$ cat config.mk
export PLATFORM = sky130hd
export DESIGN_NAME = key4_onehot
export DESIGN_NICKNAME = d
export VERILOG_FILES = /design/src/rtl/key4_onehot.sv
export SDC_FILE = /design/constraint.sdc
export NUM_CORES = 1
export LEC_CHECK = 0
export CORE_MARGIN = 2
export CORE_UTILIZATION = 50
export DETAILED_ROUTE_END_ITERATION = 8
export PLACE_DENSITY = 0.71
export SLEW_MARGIN = 10
export SYNTH_ARGS = -nofsm -noshare
export SYNTH_HDL_FRONTEND = slang
export SYNTH_SLANG_ARGS = --single-unit
$ cat constraint.sdc
create_clock -name clk -period 2.6 [get_ports clk]
set_input_delay 0.26 -clock clk [delete_from_list [all_inputs] [get_ports clk]]
set_output_delay 0.26 -clock clk [all_outputs]
set_load 0.02 [all_outputs]
$ cat src/rtl/key4_onehot.sv
// Four-key push-button front end: synchronize, debounce, then capture a single key as a
// one-hot code held until acknowledged. Simultaneous multi-key presses flag multi_err instead.
module key4_onehot #(
  parameter int unsigned DEB_CYCLES = 4
) (
  input  logic       clk,
  input  logic       rst,
  input  logic [3:0] key_in,
  input  logic       ack,
  output logic [3:0] onehot,
  output logic       valid,
  output logic       multi_err
);

  typedef enum logic [1:0] {StIdle, StHold, StWaitRel} state_e;

  localparam logic [7:0] CntMax = 8'(DEB_CYCLES - 1);

  logic [3:0] s1_q, s2_q;
  logic [3:0] cand_q, cand_d;
  logic [3:0] deb_q, deb_d;
  logic [7:0] cnt_q, cnt_d;
  logic [3:0] onehot_q, onehot_d;
  logic       valid_q, valid_d;
  logic       multi_err_q, multi_err_d;
  state_e     state_q, state_d;

  logic one_key, multi_key;

  // Debounce: a vector must sit unchanged in s2 for DEB_CYCLES samples; cnt saturates.
  always_comb begin
    cand_d = cand_q;
    cnt_d  = cnt_q;
    deb_d  = deb_q;
    if (s2_q != cand_q) begin
      cand_d = s2_q;
      cnt_d  = '0;
    end else if (cnt_q == CntMax) begin
      deb_d = cand_q;
    end else begin
      cnt_d = cnt_q + 8'd1;
    end
  end

  assign one_key   = (deb_q != 4'b0000) && ((deb_q & (deb_q - 4'd1)) == 4'b0000);
  assign multi_key = (deb_q != 4'b0000) && !one_key;

  always_ff @(posedge clk or posedge rst) begin
    if (rst) begin
      s1_q        <= '0;
      s2_q        <= '0;
      cand_q      <= '0;
      cnt_q       <= '0;
      deb_q       <= '0;
      onehot_q    <= '0;
      valid_q     <= 1'b0;
      multi_err_q <= 1'b0;
    end else begin
      s1_q        <= key_in;
      s2_q        <= s1_q;
      cand_q      <= cand_d;
      cnt_q       <= cnt_d;
      deb_q       <= deb_d;
      onehot_q    <= onehot_d;
      valid_q     <= valid_d;
      multi_err_q <= multi_err_d;
    end
  end

  always_ff @(posedge clk or posedge rst) begin
    if (rst) state_q <= StIdle;
    else     state_q <= state_d;
  end

  always_comb begin
    state_d = state_q;
    unique case (state_q)
      StIdle: begin
        if (one_key)        state_d = StHold;
        else if (multi_key) state_d = StWaitRel;
      end
      StHold: begin
        if (ack) state_d = StWaitRel;
      end
      StWaitRel: begin
        if (deb_q == 4'b0000) state_d = StIdle;
      end
      default: state_d = StIdle;
    endcase
  end

  // HOLD ignores deb entirely, so a release or second key cannot disturb the held code.
  always_comb begin
    onehot_d    = onehot_q;
    valid_d     = valid_q;
    multi_err_d = 1'b0;
    unique case (state_q)
      StIdle: begin
        onehot_d = '0;
        valid_d  = 1'b0;
        if (one_key) begin
          onehot_d = deb_q;
          valid_d  = 1'b1;
        end else if (multi_key) begin
          multi_err_d = 1'b1;
        end
      end
      StHold: begin
        if (ack) begin
          onehot_d = '0;
          valid_d  = 1'b0;
        end
      end
      StWaitRel: begin
        onehot_d = '0;
        valid_d  = 1'b0;
      end
      default: begin
        onehot_d = '0;
        valid_d  = 1'b0;
      end
    endcase
  end

  assign onehot    = onehot_q;
  assign valid     = valid_q;
  assign multi_err = multi_err_q;

endmodule

## Yosys cells after proc, flatten, opt, wreduce, memory -nomap -nowiden

Cells that the tools add are included.

| operators by class | value |
|---|---|
| add/subtract/negate cells | 2 |
| multiply operators | 0 |
| divide/modulo/power cells | 0 |
| $lt $le $gt $ge | 0 |
| equality and inequality tests | 8 |
| shift operators | 0 |
| mux-type cells | 16 |
| bitwise logic cells | 2 |
| reduce and logical (&&, ||, !) cells | 9 |

Operators with widths:

| operator | count |
|---|---|
| two-way mux 8 bit | 2 |
| adder 8 x 1 -> 8 bit, second input constant | 1 |
| == test 8 x 2 -> 1 bit, second input constant | 1 |
| logical NOT 4 bit | 2 |
| two-way mux 2 bit | 4 |
| two-way mux 4 bit | 2 |
| case mux 4 bit (2 select lines) | 1 |
| inequality test 2 bit, second input constant | 3 |
| case mux 2 bit (3 select lines) | 1 |
| two-way mux 1 bit | 5 |
| AND 4 bit | 1 |
| inequality test 4 bit | 1 |
| nonzero test 4 bit | 1 |
| subtractor 4 x 1 -> 4 bit, second input constant | 1 |
| inequality test 3 bit, second input constant | 1 |
| AND reduction 3 bit | 1 |
| == test 2 x 1 -> 1 bit, second input constant | 1 |
| == test 2 bit, second input constant | 1 |
| logical AND 1 bit | 2 |
| logical NOT 2 bit | 1 |
| case mux 1 bit (2 select lines) | 1 |
| AND reduction 2 bit | 1 |
| logical NOT 1 bit | 1 |
| NOT 1 bit | 1 |

| word-level totals | value |
|---|---|
| flip-flop bits (word level) | 32 |
| latch bits | 0 |
| RAM bits | 0 |
| memory bits (read-only) | 0 |
| input port bits | 7 |
| output and inout bits | 6 |
| memories kept | 0 |

## Logic depth before layout (Yosys ltp)

Gate-level depths: netlist (run 1).

| logic depth | value |
|---|---|
| depth after elaboration | 9 |
| gate-level depth with buffers | 5 |

## Worst setup path after synthesis (run 1)

OpenSTA, ideal clock, no wires.

| path | value |
|---|---|
| kind | register to register |
| from | register cnt_q[0] |
| to | register deb_q[0] |
| library setup time | 0.125 ns |
| data arrival time | 1.406 ns |
| required time | 2.475 ns |
| path slack | 1.069 ns |
| stages on the path, launching flop included | 6 |
| period minus slack after synthesis | 1.531 ns |
| cell sequence | dfrtp_1 > ha_1 > nor4b_4 > nand2_4 > nor2_8 > mux2_4 |

| between the ends | value |
|---|---|
| word-level cells in the longest chain between the ends | 2 |

Ends and longest elaborated chain:

| item | line | source |
|---|---|---|
| start: declaration | 22 | `logic [7:0] cnt_q, cnt_d;` |
| start signal: assignment | 62 | `cnt_q <= cnt_d;` |
| == test 8 x 2 -> 1 bit | 38 | `end else if (cnt_q == CntMax) begin` |
| AND reduction 2 bit (no source line) | n/a |  |
| end signal: assignment | 54 | `deb_q <= '0;` |
| end signal: assignment | 63 | `deb_q <= deb_d;` |
| end: declaration | 21 | `logic [3:0] deb_q, deb_d;` |

No other way between the ends.
A chain may end at the register's enable or synchronous reset.

## Final worst setup path (run 1)

Same ends and word-level chain as after synthesis.

==> results.json, run 1 <==
{
  "synth_top_area_frac": 0.558,
  "die_x_um": 57.6,
  "slew_violations": 0,
  "dieArea_um2": 3310,
  "synthToLayoutAreaGrowth_pct": 11.6,
  "power_density_nw_per_um2": 601,
  "yosysUniqueCellTypes": 36,
  "max_slew_margin": 0.755,
  "async_flop_share": 1.00,
  "syn_area_per_cell_um2": 12.4,
  "ir_drop_v": 0.000574,
  "antennaDiodeCount": 0,
  "fin_setup_tns_ns": 0,
  "dpl_cell_area_um2": 1520,
  "ctsResizeCount": 0,
  "place_congestion": 0.826,
  "path_clk_slew_ns": 0.10,
  "grt_pass1_wl_mm": 3.79,
  "rr_worst_depth": 5,
  "yosysMostFrequentCell": "dfrtp_1",
  "cts_made_buffers": 5,
  "synth.area.top_cells": "dfrtp_1 (56%), xnor2_1 (4.3%), mux2_4 (4.2%)",
  "worstSetupStartpointType": "flip-flop",
  "yosysWarnings": 0,
  "htree_levels": 2,
  "core_um2": 2730,
  "drive_gt1_frac": 0.157,
  "postRouteAntennaNets": 0,
  "slowest_stage": "dfrtp_1",
  "insertion_delay_ns": 0.32,
  "leakage_nw": 0.697,
  "viasPerCell": 5.38,
  "cp_data_required_time_ns": 2.82,
  "cpPeakStageDelay_ns": 0.41,
  "initial_core_util": 0.524,
  "synth_top_area_cell": "dfrtp_1",
  "outcome": "finished clean",
  "syn_area_um2": 1430,
  "synth_nets": 124,
  "wl_per_cell_um": 13.7,
  "worstPathMaxFanout": 4,
  "synth_cells": 116,
  "synth-edff-count": 0,
  "fmax_mhz": 604,
  "worst_slew_pin_slew_ns": 0.358,
  "rsz0062_at_grt": "false",
  "io_pins": 13,
  "firstDrtPassIters": 2,
  "nets": 134,
  "crit_arrival_ns": 1.87,
  "grt_max_degree": 33,
  "ys_seq_area_frac": 0.558,
  "cts-root-buf": "clkbuf_4",
  "portBuffers": 12,
  "grt_pass1_vias": 855,
  "fp.dieH_um": 57.6,
  "clock_sinks": 32,
  "hold_buffers": 0,
  "fin_crit_sh": 0.637,
  "ys_ff_latch": 32,
  "drc": 0,
  "fin_util": 0.585,
  "post_cts_buffers": 0,
  "stdcell_area_um2": 1600,
  "min_period_ns": 1.66,
  "cts_tree": "done",
  "power.total_w": 0.000961,
  "routed_wl_mm": 2.17,
  "maxCapViolations": 0,
  "finalSetupViolCount": 0,
  "hp-class": "input pin to asynchronous set/reset pin",
  "dp_hpwl_mm": 1.51,
  "crit_path_cell_trace": "ha_1 -> nor4b_4 -> nand2_4 -> nor2_8 -> mux2_4",
  "path_class": "flip-flop to flip-flop",
  "grt_usage": 0.155,
  "dr_total_vias": 850,
  "clockBufferDepth": 2,
  "fin_skew_ns": 0.00591,
  "antenna_found_initial": 0,
  "rows": 19,
  "ys.flop_type": "dfrtp_1",
  "dr.first_iter.drc_count": 12,
  "overflow": 0,
  "cp-end-kind": "flip-flop",
  "synth_common_cells": "dfrtp_1 (32), nor2_1 (13), xnor2_1 (7)",
  "hold_viol": 0
}
## cells in the final DEF (no fill, tap or decap), types with 2 or more instances in the layout
master,Yosys,routed
a21oi_1,4,4
a22oi_1,3,3
clkbuf_4,0,5
clkdlybuf4s50_1,0,12
dfrtp_1,32,32
inv_1,3,3
mux2_4,4,4
nand2_1,4,4
nand3_1,3,3
nor2_1,13,13
nor3_1,2,2
nor3_2,2,2
nor4_1,4,4
o21a_1,2,2
o21ai_0,2,2
xnor2_1,7,7
xor2_1,4,4
## where the power goes
part | total [W] | leakage [nW] | internal (W) | switching, W
Sequential | 0.000528 | 0.419 | 0.000513 | 0.0000149
Combinational | 0.0000679 | 0.236 | 0.0000315 | 0.0000365
Clock | 0.000366 | 0.0422 | 0.000201 | 0.000164
Total | 0.000961 | 0.697 | 0.000746 | 0.000216
## final cells by class
type | count | area (µm²)
timing repair buffer | 13 | 128
fill | 212 | 1130
sequential | 32 | 801
clock inverter | 2 | 35.0
clock buffer | 6 | 41.3
multi-input combinational | 71 | 546
inverter | 3 | 11.3
tap | 31 | 38.8
## through the flow
step | cells | hold WS, ns | worst slack (ns)
floorplan | 116 | 0.291 | 1.07
global placement | 150 | 0.334 | 1.04
detailed placement | 150 | 0.337 | 0.956
CTS | 158 | 0.326 | 0.932
global route | 158 | 0.340 | 0.832
finish | 158 | 0.316 | 0.944
## worst paths after layout
| kind | end | from | slack [ns] |
|---|---|---|---|
| worst max-delay path | deb_q[0] | cnt_q[0] | 0.94 |
| worst min register to register | s2_q[2] | s1_q[2] | 0.36 |
| worst min-delay path | s2_q[3] | rst | 0.32 |
| max in group asynchronous | s2_q[1] | rst | 2.00 |
| worst max register to register | deb_q[0] | cnt_q[0] | 0.94 |
| min in group clk | s2_q[2] | s1_q[2] | 0.36 |
## worst max-delay path: cells and delay by family (launching register included)
family	cells	cell delay [ns]
AND/OR/NAND/NOR	3	0.60
flip-flops	1	0.41
multiplexers	1	0.31
adder cells (fa/ha/maj)	1	0.23
## kinds of logic after synthesis
family,Yosys count,synth area share
xor gates and xnor gates,11,0.0672
buffers and inverters,13,0.0611
DFF,32,0.558
AOI/OAI and AO/OA,15,0.0689
muxes,5,0.0497
adders and majority gates,2,0.0157
and+or+nand+nor,38,0.179
## state kept, by name, summed over array words and instances (netlist names)
register	count
onehot	4
cand_q	4
state_q	2
multi_err	1
s1_q	4
s2_q	4
valid	1
cnt_q	8
deb_q	4
## per-layer routing
metal | routed length [µm] | part of all wire | track usage | up-vias
met4 | 31 | 0.014 | 0.0930 | 0
met3 | 62 | 0.029 | 0.0544 | 4
met2 | 1070 | 0.49 | 0.227 | 10
met1 | 1010 | 0.46 | 0.196 | 417
met5 | 0 | 0 | 0 | -
li1 | - | - | - | 419
(Power assumes the default switching activity.)
==> run 2, diff against run 1 <==
==> constraint.sdc (replaced) <==
create_clock -name clk -period 1.6 [get_ports clk]
set_input_delay 0.16 -clock clk [delete_from_list [all_inputs] [get_ports clk]]
set_output_delay 0.16 -clock clk [all_outputs]
set_load 0.02 [all_outputs]
==> results.json, run 2 (synthesis gave the netlist of run 1 again) <==
{
  "ir_drop_v": 0.000786,
  "power_density_nw_per_um2": 958,
  "fp.dieH_um": 57.6,
  "cts_made_buffers": 5,
  "portBuffers": 12,
  "drive_gt1_frac": 0.209,
  "fill_cells": 207,
  "cp-end-kind": "flip-flop",
  "min_period_ns": 1.55,
  "final-seq-area_um2": 801,
  "top_register": "cnt_q",
  "top_usage_layer": "met2",
  "maxCapViolations": 0,
  "dr_total_vias": 886,
  "path_clk_slew_ns": 0.11,
  "dp_hpwl_mm": 1.67,
  "cpPeakStageDelay_ns": 0.40,
  "path_class": "flip-flop to flip-flop",
  "use_met3": 0.0408,
  "power.total_w": 0.00159,
  "synthToLayoutAreaGrowth_pct": 15.4,
  "io_pins": 13,
  "hp-class": "input pin to asynchronous set/reset pin",
  "dieArea_um2": 3310,
  "crit_path_cell_trace": "ha_2 -> nor4b_4 -> nand2_4 -> nor2_8 -> mux2_4",
  "htree_levels": 2,
  "firstDrtPassIters": 4,
  "stdcell_area_um2": 1660,
  "place_congestion": 0.907,
  "drc": 0,
  "multiInputGateArea_um2": 548,
  "nets": 141,
  "overflow": 0,
  "antennaDiodeCount": 0,
  "largest_reg_flops": 8,
  "crit_arrival_ns": 1.78,
  "grt_pass1_vias": 887,
  "cp_data_required_time_ns": 1.83,
  "whs_ns": 0.186,
  "grt_pass1_wl_mm": 4.08,
  "insertion_delay_ns": 0.34,
  "hold_buffers": 0,
  "clock_sinks": 32,
  "dpl_cell_area_um2": 1550,
  "grt_max_degree": 33,
  "rr_endpoint": "deb_q[0]",
  "die_x_um": 57.6,
  "dr.first_iter.drc_count": 26,
  "max_slew_margin": 0.735,
  "use_met2": 0.261,
  "worstReg2RegStart": "cnt_q[1]",
  "initial_core_util": 0.524,
  "fin_setup_tns_ns": 0,
  "routed_wl_mm": 2.50,
  "hold_viol": 0,
  "postRouteAntennaNets": 0,
  "finalSetupViolCount": 0,
  "cp_top_family": "simple AND/OR/NAND/NOR gates",
  "fin_skew_ns": 0.00926,
  "outcome": "finished clean",
  "antenna_found_initial": 0,
  "worst_slew_pin_slew_ns": 0.398,
  "clockBufferDepth": 2,
  "worstPathMaxFanout": 4,
  "rr_worst_depth": 5,
  "crit_cells": 5,
  "slew_violations": 0,
  "met1_usage": 0.209,
  "viasPerCell": 5.37,
  "fmax_mhz": 645,
  "mostFrequentLayoutCell": "dfrtp_1",
  "fin_crit_sh": 0.968,
  "cp_num_buf_inv": 0,
  "mostFrequentLayoutCells": "dfrtp_1 (32), nor2_1 (13), clkdlybuf4s50_1 (12), buf_4 (8), xnor2_1 (7)",
  "rows": 19,
  "slowest_stage": "dfrtp_1",
  "worstSetupStartpointType": "flip-flop",
  "core_um2": 2730,
  "cts-root-buf": "clkbuf_4",
  "grt_usage": 0.168,
  "wl_per_cell_um": 15.1,
  "rrSetupSlack_ns": 0.05,
  "cts_tree": "done",
  "leakage_nw": 0.728
}
## run 2: cell types whose count changed in the layout (fill, tap and decap cells not counted)
cell   delta
ha_1      -1
ha_2      +1
buf_4     +7
## run 2: repair_timing
action                                  CTS  global route
buffers inserted                          0             3
gates resized for setup                   0             1
endpoints found under the setup margin    0             4
## run 2: routing by layer
layer  up-vias  part of all wire
met5         -                 0
met4         0             0.023
met3         7             0.020
met2        14              0.50
met1       438              0.45
li1        427                 -
## run 2: cell type report
type / count / area share
timing repair buffer: 20 / 0.109
tap: 31 / 0.0234
clock buffer: 6 / 0.0249
multi-input combinational: 71 / 0.331
clock inverter: 2 / 0.0212
sequential: 32 / 0.484
inverter: 3 / 0.00680
## run 2: report_power, final
part | switching (W) | internal [W]
combinational | 0.0000624 | 0.0000549
clock | 0.000284 | 0.000327
sequential | 0.0000248 | 0.000833
total | 0.000371 | 0.00122
## run 2: how the worst max path moves through the flow
stage | from | endpoint
final | cnt_q[1] | deb_q[0]
after global routing | cnt_q[1] | deb_q[0]
after CTS | cnt_q[1] | deb_q[0]
after detailed placement | cnt_q[1] | deb_q[0]
after global placement | cnt_q[1] | deb_q[0]
after floorplan | cnt_q[0] | deb_q[0]
## run 2: tightest hold or removal path: cells and delay by family
kind / cells / cell delay [ns]
buffers and inverters: 3 / 0.79
## run 2: metrics by stage
step / worst slack [ns] / instances / utilization
global placement: 0.110 / 154 / 0.568
finish: 0.0505 / 165 / 0.605
global route: -0.0270 / 165 / 0.605
CTS: 0.0274 / 162 / 0.596
detailed placement: 0.0412 / 154 / 0.568
floorplan: 0.0692 / 116 / -
